File: src/rtl/bridge_pkg.sv
// Shared types and byte constants for the UART-to-bus bridge.
package bridge_pkg;

  typedef enum logic [2:0] {
    ST_IDLE    = 3'd0,
    ST_ADDR    = 3'd1,
    ST_WDATA   = 3'd2,
    ST_BUS_WR  = 3'd3,
    ST_BUS_RD  = 3'd4,
    ST_RD_WAIT = 3'd5,
    ST_TX      = 3'd6
  } state_t;

  typedef enum logic [1:0] {
    TS_IDLE   = 2'd0,
    TS_LOAD   = 2'd1,
    TS_STROBE = 2'd2,
    TS_WAIT   = 2'd3
  } tx_state_t;

  localparam logic [7:0] OP_WRITE = 8'h57;
  localparam logic [7:0] OP_READ  = 8'h52;
  localparam logic [7:0] RSP_ACK  = 8'h06;
  localparam logic [7:0] RSP_NAK  = 8'h15;

  // True for the two opcodes that start an addressed command.
  function automatic logic is_opcode(input logic [7:0] b);
    return (b == OP_WRITE) || (b == OP_READ);
  endfunction

endpackage

File: src/rtl/bridge_tx_seq.sv
// Response byte sequencer: sends 1 or 4 bytes of a word, LSB first,
// handshaking with the UART transmitter, then pulses o_done.
module bridge_tx_seq
  import bridge_pkg::*;
(
  input  logic        clock,
  input  logic        reset,
  input  logic        i_start,
  input  logic [31:0] i_word,
  input  logic        i_four,
  input  logic        i_tx_busy,
  output logic [7:0]  o_tx_data,
  output logic        o_tx_we,
  output logic        o_done
);

  tx_state_t   r_state;
  logic [31:0] r_shift;
  logic [1:0]  r_left;
  logic [7:0]  r_tx_data;
  logic        r_tx_we;
  logic        r_done;

  assign o_tx_data = r_tx_data;
  assign o_tx_we   = r_tx_we;
  assign o_done    = r_done;

  // Byte sequencing; busy is ignored in the strobe cycle since the transmitter reacts one cycle late.
  always_ff @(posedge clock or negedge reset) begin
    if (!reset) begin
      r_state   <= TS_IDLE;
      r_shift   <= 32'h0000_0000;
      r_left    <= 2'd0;
      r_tx_data <= 8'h00;
      r_tx_we   <= 1'b0;
      r_done    <= 1'b0;
    end else begin
      r_tx_we <= 1'b0;
      r_done  <= 1'b0;
      case (r_state)
        TS_IDLE: begin
          if (i_start) begin
            r_shift <= i_word;
            r_left  <= i_four ? 2'd3 : 2'd0;
            r_state <= TS_LOAD;
          end
        end
        TS_LOAD: begin
          if (!i_tx_busy) begin
            r_tx_data <= r_shift[7:0];
            r_tx_we   <= 1'b1;
            r_state   <= TS_STROBE;
          end
        end
        TS_STROBE: begin
          r_state <= TS_WAIT;
        end
        TS_WAIT: begin
          if (!i_tx_busy) begin
            if (r_left != 2'd0) begin
              r_shift <= {8'h00, r_shift[31:8]};
              r_left  <= r_left - 2'd1;
              r_state <= TS_LOAD;
            end else begin
              r_done  <= 1'b1;
              r_state <= TS_IDLE;
            end
          end
        end
        default: r_state <= TS_IDLE;
      endcase
    end
  end

endmodule

File: src/rtl/uart_bus_bridge.sv
// UART command decoder acting as a bus initiator: little-endian word
// writes (0x57) and reads (0x52), ACK/NAK or read data sent back.
module uart_bus_bridge
  import bridge_pkg::*;
#(
  parameter int unsigned READ_LATENCY   = 2,
  parameter int unsigned TIMEOUT_CYCLES = 1000000
) (
  input  logic        clock,
  input  logic        reset,
  input  logic [7:0]  rx_data,
  input  logic        rx_fin,
  output logic [7:0]  tx_data,
  output logic        tx_we,
  input  logic        tx_busy,
  output logic [31:0] vaddr,
  output logic [31:0] data,
  output logic [3:0]  byteena,
  output logic        memWE,
  input  logic        memWait,
  input  logic [31:0] q,
  output logic        active,
  output logic        overrun
);

  localparam int unsigned TW = (TIMEOUT_CYCLES > 1) ? $clog2(TIMEOUT_CYCLES) : 1;
  localparam int unsigned LW = (READ_LATENCY > 1) ? $clog2(READ_LATENCY) : 1;
  localparam logic [TW-1:0] TO_LAST  = TW'(TIMEOUT_CYCLES - 1);
  localparam logic [LW-1:0] LAT_LAST = LW'(READ_LATENCY - 1);

  state_t      r_state;
  logic        r_is_write;
  logic [1:0]  r_idx;
  logic [TW-1:0] r_tcnt;
  logic [LW-1:0] r_lat;
  logic [31:0] r_vaddr;
  logic [31:0] r_data;
  logic [3:0]  r_byteena;
  logic        r_memwe;
  logic        r_active;
  logic        r_overrun;
  logic [31:0] r_tx_word;
  logic        r_tx_four;
  logic        r_tx_start;
  logic        w_tx_done;
  logic        w_accepting;

  assign vaddr   = r_vaddr;
  assign data    = r_data;
  assign byteena = r_byteena;
  assign memWE   = r_memwe;
  assign active  = r_active;
  assign overrun = r_overrun;

  assign w_accepting = (r_state == ST_IDLE) || (r_state == ST_ADDR) || (r_state == ST_WDATA);

  bridge_tx_seq u_tx_seq (
    .clock     (clock),
    .reset     (reset),
    .i_start   (r_tx_start),
    .i_word    (r_tx_word),
    .i_four    (r_tx_four),
    .i_tx_busy (tx_busy),
    .o_tx_data (tx_data),
    .o_tx_we   (tx_we),
    .o_done    (w_tx_done)
  );

  // Command FSM: collect bytes, run one bus access, hand the response to the sequencer.
  always_ff @(posedge clock or negedge reset) begin
    if (!reset) begin
      r_state    <= ST_IDLE;
      r_is_write <= 1'b0;
      r_idx      <= 2'd0;
      r_tcnt     <= '0;
      r_lat      <= '0;
      r_vaddr    <= 32'h0000_0000;
      r_data     <= 32'h0000_0000;
      r_byteena  <= 4'h0;
      r_memwe    <= 1'b0;
      r_active   <= 1'b0;
      r_overrun  <= 1'b0;
      r_tx_word  <= 32'h0000_0000;
      r_tx_four  <= 1'b0;
      r_tx_start <= 1'b0;
    end else begin
      r_tx_start <= 1'b0;
      r_memwe    <= 1'b0;
      r_byteena  <= 4'h0;
      if (rx_fin && !w_accepting) begin
        r_overrun <= 1'b1;
      end
      case (r_state)
        ST_IDLE: begin
          if (rx_fin) begin
            r_active <= 1'b1;
            if (is_opcode(rx_data)) begin
              r_is_write <= (rx_data == OP_WRITE);
              r_overrun  <= 1'b0;
              r_idx      <= 2'd0;
              r_tcnt     <= '0;
              r_state    <= ST_ADDR;
            end else begin
              r_tx_word  <= {24'h000000, RSP_NAK};
              r_tx_four  <= 1'b0;
              r_tx_start <= 1'b1;
              r_state    <= ST_TX;
            end
          end
        end
        ST_ADDR: begin
          if (rx_fin) begin
            r_vaddr[{r_idx, 3'b000} +: 8] <= rx_data;
            r_idx  <= r_idx + 2'd1;
            r_tcnt <= '0;
            if (r_idx == 2'd3) begin
              r_state <= r_is_write ? ST_WDATA : ST_BUS_RD;
            end
          end else if (r_tcnt == TO_LAST) begin
            r_active <= 1'b0;
            r_state  <= ST_IDLE;
          end else begin
            r_tcnt <= r_tcnt + TW'(1);
          end
        end
        ST_WDATA: begin
          if (rx_fin) begin
            r_data[{r_idx, 3'b000} +: 8] <= rx_data;
            r_idx  <= r_idx + 2'd1;
            r_tcnt <= '0;
            if (r_idx == 2'd3) begin
              r_state <= ST_BUS_WR;
            end
          end else if (r_tcnt == TO_LAST) begin
            r_active <= 1'b0;
            r_state  <= ST_IDLE;
          end else begin
            r_tcnt <= r_tcnt + TW'(1);
          end
        end
        ST_BUS_WR: begin
          if (!memWait) begin
            r_memwe    <= 1'b1;
            r_byteena  <= 4'hF;
            r_tx_word  <= {24'h000000, RSP_ACK};
            r_tx_four  <= 1'b0;
            r_tx_start <= 1'b1;
            r_state    <= ST_TX;
          end
        end
        ST_BUS_RD: begin
          if (!memWait) begin
            r_lat   <= '0;
            r_state <= ST_RD_WAIT;
          end
        end
        ST_RD_WAIT: begin
          if (r_lat == LAT_LAST) begin
            r_tx_word  <= q;
            r_tx_four  <= 1'b1;
            r_tx_start <= 1'b1;
            r_state    <= ST_TX;
          end else begin
            r_lat <= r_lat + LW'(1);
          end
        end
        ST_TX: begin
          if (w_tx_done) begin
            r_active <= 1'b0;
            r_state  <= ST_IDLE;
          end
        end
        default: r_state <= ST_IDLE;
      endcase
    end
  end

endmodule

File: config.mk
export PLATFORM = sky130hd
export DESIGN_NAME = uart_bus_bridge
export DESIGN_NICKNAME = d
export VERILOG_FILES = /design/src/rtl/bridge_pkg.sv /design/src/rtl/bridge_tx_seq.sv /design/src/rtl/uart_bus_bridge.sv
export SDC_FILE = /design/constraint.sdc
export NUM_CORES = 1
export LEC_CHECK = 0
export CELL_PAD_IN_SITES_DETAIL_PLACEMENT = 1
export CELL_PAD_IN_SITES_GLOBAL_PLACEMENT = 2
export CORE_ASPECT_RATIO = 0.5
export CORE_MARGIN = 3
export CORE_UTILIZATION = 36
export CTS_BUF_LIST = sky130_fd_sc_hd__clkbuf_2 sky130_fd_sc_hd__clkbuf_4 sky130_fd_sc_hd__clkbuf_8
export CTS_CLUSTER_SIZE = 8
export DETAILED_ROUTE_END_ITERATION = 12
export HOLD_SLACK_MARGIN = 0.02
export PLACE_DENSITY_LB_ADDON = 0.1
export SYNTH_ARGS = -nofsm -noshare
export SYNTH_HDL_FRONTEND = slang
export SYNTH_HIERARCHICAL = 1
export SYNTH_SLANG_ARGS = --single-unit
File: constraint.sdc
create_clock -name clock -period 2.7 [get_ports clock]
set_input_delay 0.54 -clock clock [delete_from_list [all_inputs] [get_ports clock]]
set_output_delay 0.54 -clock clock [all_outputs]
set_load 0.01 [all_outputs]
==> metrics.yaml, run 1 <==
multi_input_area_mm2: 0.003311
status: "finished, final reports clean"
htree_levels: 4
yosys.area.top_type: "dfrtp_1"
cp_max_fo: 21
overflow: 0
synth_edf_count: 0
yosysTopAreaCellShare: 0.5451
dr.pass1.iters: 4
cts_resized: 0
ir_drop_uv: 468.2
dp.cells: 1122
drc: 0
rsz0062_at_grt: "false"
grt_max_degree: 58
p_int_mw: 6.357
cts_buffers: 17
grt_use_total: 0.1834
clock_latency_ns: 0.48
setup_viol: 0
dieArea_mm2: 0.02412
core_mm2: 0.02116
dp_hpwl_um: 14830
fmax_ghz: 0.4364
drive_gt1_frac: 0.1622
die_w_um: 216.7
syn-num-nets: 775
setup_tns_ns: 0
end_kind: "register"
place.gp.congestion: 0.7645
worst_setup_path_start_kind: "register"
cpPeakStageDelay_ns: 0.66
post_drt_wl_per_cell_um: 18.36
clk_pin_slew_ns: 0.09
synthesis.area_mm2: 0.007988
p_seq_frac: 0.390
synth-seq-cells: 174
worst_slack_ns: 0.4083
root_buffer: "clkbuf_8"
antenna_left: 0
synth_ff_type: "dfrtp_1"
num_rows: 37
drt_iter0_drc: 229
cp_cell_sequence: "or4_1 -> nor2_1 -> and4_1 -> nor4_1 -> mux2i_1"
hold_slack_ns: 0.4842
start_util: 0.3776
period_share: 0.8488
worstMarginPinSlew_ns: 0.6822
grt_pass1_wl_um: 34960
seqCellArea_mm2: 0.004354
critPathKind: "reg2reg"
synth_cell_type_count: 55
clkPwrFrac: 0.194
routed_wl_um: 21200
avgSynthCellArea_um2: 11.12
power_switching_mw: 3.434
max-slew-margin-rel: 0.5452
ioPinCount: 125
skew_ns: 0.01352
p_leak_nw: 4.390
nets: 907
diodes: 0
seq_area_frac_synth: 0.5451
power_mw: 9.792
postCtsSetupBuffers: 0
dp_slack_ns: 0.06478
synth_cells: 718
vias: 5854
maxSlewViolCount: 0
required_ns: 3.05
sw_frac_of_total: 0.3507
cts_hold_buf: 1
critPathArrivalTime_ns: 2.65
layout_commonest_cell: "dfrtp_1"
fin_cells: 1155
hold_class: "reg2reg"
area_growth_pct: 26.00
n_fill_cell: 2278
netlist_top_cells_area: "dfrtp_1, nand2_1, mux2_4"
antenna_found_initial: 0
yosys_warnings: 6
finalHoldViolCount: 0
drv_cap: 0
min_period_ns: 2.292
vias_per_cell: 5.068
cts.sinks: 174
final_cell_mix: "dfrtp_1, nand2_1, clkdlybuf4s50_1"
cts_tree: "done"
die_h_um: 111.3
synthArstFlopShare: 1.000
ctsLongestPathBuffers: 2
pwr-share-comb: 0.416
port-buffer-count: 124
power_density_mw_per_mm2: 972.9
grt_pass1_vias: 6344
critPathSlowestCell: "and4_1"
per-layer routing:
layer	share of wire	wire [um]	track usage
met1	0.49	10430	0.2531
met2	0.46	9779	0.2889
met3	0.035	742	0.04990
met4	0.012	246	0.04456
met5	0	0	0
flip-flops by register name (all words and copies together) (netlist names):
register            cells
u_tx_seq/o_tx_we        1
r_tx_word              32
u_tx_seq/r_state        2
data                   32
r_is_write              1
r_tx_start              1
r_lat                   1
r_idx                   2
overrun                 1
vaddr                  32
active                  1
u_tx_seq/o_done         1
u_tx_seq/r_shift       32
byteena                 1
r_tcnt                 20
u_tx_seq/o_tx_data      8
u_tx_seq/r_left         2
r_state                 3
r_tx_four               1
worst paths after layout:
| check | from | end | slack (ns) | cells after the start |
|---|---|---|---|---|
| worst min-delay path | active | active | 0.48 | 1 |
| worst min register to register | active | active | 0.48 | 1 |
| worst max-delay path | r_tcnt[13] | r_tcnt[14] | 0.41 | 5 |
| worst max register to register | r_tcnt[13] | r_tcnt[14] | 0.41 | 5 |
| max in group asynchronous | reset | vaddr[31] | 1.29 | 3 |
| min in group asynchronous | reset | r_tx_word[28] | 0.58 | 2 |
cells by family after synthesis:
kind of cell             after synthesis  share of synthesized area
AND/OR/NAND/NOR                      229                     0.1435
flip-flops                           174                     0.5451
AO/OA/AOI/OAI                        167                     0.1327
adder cells (fa/ha/maj)               12                    0.01880
multiplexers                          74                     0.1161
XOR/XNOR                               3                   0.003290
buffers and inverters                 59                    0.04057
Yosys cell counts, types with 13 or more instances:
library cell	number
dfrtp_1	174
nand2_1	130
o21ai_0	74
mux2_2	37
a22o_1	28
mux2_4	28
a21oi_1	27
clkbuf_1	22
o31ai_1	19
or4_1	15
inv_1	13
nor2_1	13
critical path: cells and delay by family, from the launching register on:
family | cells | cell delay, ns
DFF | 1 | 0.44
muxes | 1 | 0.15
and+or+nand+nor | 4 | 1.58
final cells by class:
cell class	instances	share of cell area
repair buffers	158	0.1565
clock buffers	23	0.02959
well taps	292	0.03630
inverters	14	0.005221
clock inverters	9	0.01082
flip-flops and latches	174	0.4326
multi-input cells	485	0.3289
power by group through the flow:
stage,clock network (mW),logic [mW],registers [mW]
after detailed placement,0,4.12,3.87
after global routing,2.08,4.49,3.94
after CTS,1.98,4.15,3.82
final,1.90,4.08,3.82
after floorplan,0,2.82,3.77
after global placement,0,4.02,3.85
through the flow:
step                        util  area [um2]
final                     0.4757       10060
after global routing      0.4757       10060
after CTS                 0.4757       10060
after detailed placement  0.4560        9648
after global placement    0.4560        9648
after floorplan                -        7988
Note: power is estimated with default switching activity, not from simulation.
==> inputs of run 2 (changes only) <==
- CORE_UTILIZATION: 36 -> 33
- clock period: 2.7 -> 2 ns (I/O delays scaled with it)
==> run 2 against run 1 <==
Combinational power is 46% higher. Core utilization is 2.4 points lower. Global-route usage is 0.82 points lower. Register-to-register slack worse by 0.33 ns. First-iteration DRC count is 42% higher. Sequential cell count stayed put. Worst hold slack worse by 0.085 ns. Sequential share of layout area is 1.8 points lower. Design area is 4.5% higher. Final cell count is 4.8% higher. Largest cell class unchanged.
==> metrics.yaml, run 2 (synthesis gave the netlist of run 1 again) <==
cp_max_fo: 32  # was 21
drive_gt1_frac: 0.2292  # was 0.1622
cp_cell_sequence: "clkdlybuf4s50_1 -> nand2b_2 -> nor3_4 -> a21oi_2 -> buf_12 -> or4_1 -> a21oi_1"  # was or4_1 -> nor2_1 -> and4_1 -> nor4_1 -> mux2i_1
ioPinCount: 125  # unchanged
end_kind: "register"  # unchanged
drc: 0  # unchanged
final_cell_mix: "dfrtp_1, nand2_1, clkdlybuf4s50_1"  # unchanged
dp_hpwl_um: 15390  # was 14830 um
period_share: 0.9728
overflow: 0  # unchanged
crit_start: "rx_data[3]"  # was r_tcnt[13]
cts.sinks: 174  # unchanged
critPathKind: "in2reg"  # was reg2reg
diodes: 0  # unchanged
seqCellArea_mm2: 0.004358  # was 0.004354 mm2
die_h_um: 116.0  # was 111.3 um
max-slew-margin-rel: 0.7379  # was 0.5452
start_util: 0.3432  # was 0.3776
r2r_setup_slack_ns: 0.08  # was 0.41 ns
power_density_mw_per_mm2: 1288  # was 972.9 mW/mm2
cts_buffers: 17  # unchanged
skew_ns: 0.01323  # was 0.01352 ns
setup_viol: 0  # unchanged
p_leak_nw: 4.620  # was 4.390 nW
dp.cells: 1176  # was 1122
antenna_found_initial: 0  # unchanged
critPathSlowestCell: "or4_1"  # was and4_1
worstMarginPinSlew_ns: 0.3919  # was 0.6822 ns
grt_use_total: 0.1752  # was 0.1834
dr.pass1.iters: 4  # unchanged
clk_pin_slew_ns: 0.09  # about the same
r2r.worst_path.cells: 7  # was 5
cpPeakStageDelay_ns: 0.51  # was 0.66 ns
root_buffer: "clkbuf_8"  # unchanged
core_mm2: 0.02328  # was 0.02116 mm2
routed_wl_um: 22070  # was 21200 um
htree_levels: 4  # unchanged
required_ns: 2.39  # was 3.05 ns
nets: 949  # was 907
place.gp.congestion: 0.7452  # was 0.7645
critPathArrivalTime_ns: 2.34  # was 2.65 ns
min_period_ns: 1.946
cts_tree: "done"  # unchanged
r2r_start: "r_tcnt[0]"  # was r_tcnt[13]
clock_latency_ns: 0.48  # about the same
hold_class: "in2async"  # was reg2reg
drv_cap: 0  # unchanged
fmax_ghz: 0.5140
dieArea_mm2: 0.02622  # was 0.02412 mm2
cp-endpoint: "r_tcnt[15]"  # was r_tcnt[14]
layout_commonest_cell: "dfrtp_1"  # unchanged
vias: 6041  # was 5854
vias_per_cell: 4.993  # was 5.068
maxSlewViolCount: 0  # unchanged
antenna_left: 0  # unchanged
drt_iter0_drc: 326  # was 229
die_w_um: 226.0  # was 216.7 um
area_growth_pct: 31.70  # was 26.00%
grt_pass1_wl_um: 35400  # was 34960 um
ctsLongestPathBuffers: 2  # unchanged
status: "finished, final reports clean"  # unchanged
ir_drop_uv: 447.2  # was 468.2 uV
n_fill_cell: 2555  # was 2278
r2r-end: "r_tcnt[12]"  # was r_tcnt[14]
post-route-cell-area_mm2: 0.01052  # was 0.01006 mm2
worst_setup_path_start_kind: "input port"  # was register
port-buffer-count: 124  # unchanged
finalHoldViolCount: 0  # unchanged
grt_max_degree: 54  # was 58
post_drt_wl_per_cell_um: 18.24  # was 18.36 um
postPlaceCellArea_mm2: 0.009997  # was 0.009648 mm2
num_rows: 39  # was 37
rsz0062_at_grt: "false"  # unchanged
fin_cells: 1210  # was 1155
grt_pass1_vias: 6372  # was 6344
multi_input_area_mm2: 0.003407  # was 0.003311 mm2
[run 2: cell types whose count changed in the layout (fill, tap and decap cells not counted), sizes merged]
cell and change:
buf +42, clkdlybuf4s50 -1, clkinvlp -2, clkbuf -2, dlymetal6s2s +1, inv +1
clkinv +1
[run 2: metrics by stage]
| stage | power [mW] | TNS (ns) | util | hold slack (ns) | worst slack, ns |
|---|---|---|---|---|---|
| global route | 14.52 | 0 | 0.4520 | 0.3985 | 0.009349 |
| detailed placement | 11.04 | -24.93 | 0.4295 | 0.3403 | -0.4867 |
| global placement | 10.95 | -22.59 | 0.4295 | 0.3459 | -0.4212 |
| floorplan | 8.894 | 0 | - | 0.1044 | 0.09000 |
| CTS | 13.66 | 0 | 0.4467 | 0.3593 | 0.01549 |
| finish | 13.55 | 0 | 0.4520 | 0.3995 | 0.05447 |
[run 2: metal layers]
layer	vias up	part of all wire	wire length [um]	track usage
met5	-	0	0	0
met4	0	0.011	249	0.04914
met3	18	0.034	740	0.04100
met2	82	0.45	9986	0.2701
met1	3057	0.50	11100	0.2486
li1	2884	-	-	-
[run 2: how the worst min path moves through the flow]
stage                      from                    to  slack (ns)  depth (start not counted)
after floorplan           reset                active        0.10                          0
after CTS                 reset  u_tx_seq/r_shift[27]        0.36                          2
after detailed placement  reset         r_tx_word[25]        0.34                          1
final                     reset         r_tx_word[27]        0.40                          2
after global placement    reset         r_tx_word[28]        0.35                          1
after global routing      reset  u_tx_seq/r_shift[27]        0.40                          2
[run 2: final cells by class]
class | count | area share
clock buffer | 21 | 0.02628
clock inverter | 9 | 0.01059
inverter | 14 | 0.004995
multi-input combinational | 485 | 0.3239
sequential | 174 | 0.4142
tap | 307 | 0.03651
timing repair buffer | 200 | 0.1835
[run 2: timing repair]
item	CTS	global route
setup endpoints to repair	6	60
endpoints found under the hold margin	32	0
resized for setup	1	27
setup buffers	0	3
hold buffers	1	0
pin swaps	1	6
[run 2: where the power goes]
part,switching (mW),total [mW],internal (mW)
logic,2.81,5.96,3.16
clock network,1.31,2.50,1.20
registers,0.608,5.08,4.47
total,4.72,13.5,8.82
[run 2: critical path: cells and delay by family]
kind	cells	cell delay, ns
simple gates	3	1.01
buf+inv	2	0.65
compound gates	2	0.26
==> inputs of run 3 (changes only) <==
- ABC_CLOCK_PERIOD_IN_PS: not set -> 2000
==> results of run 3 <==
No change in the layout: final DEF, timing and power equal those of run 2.
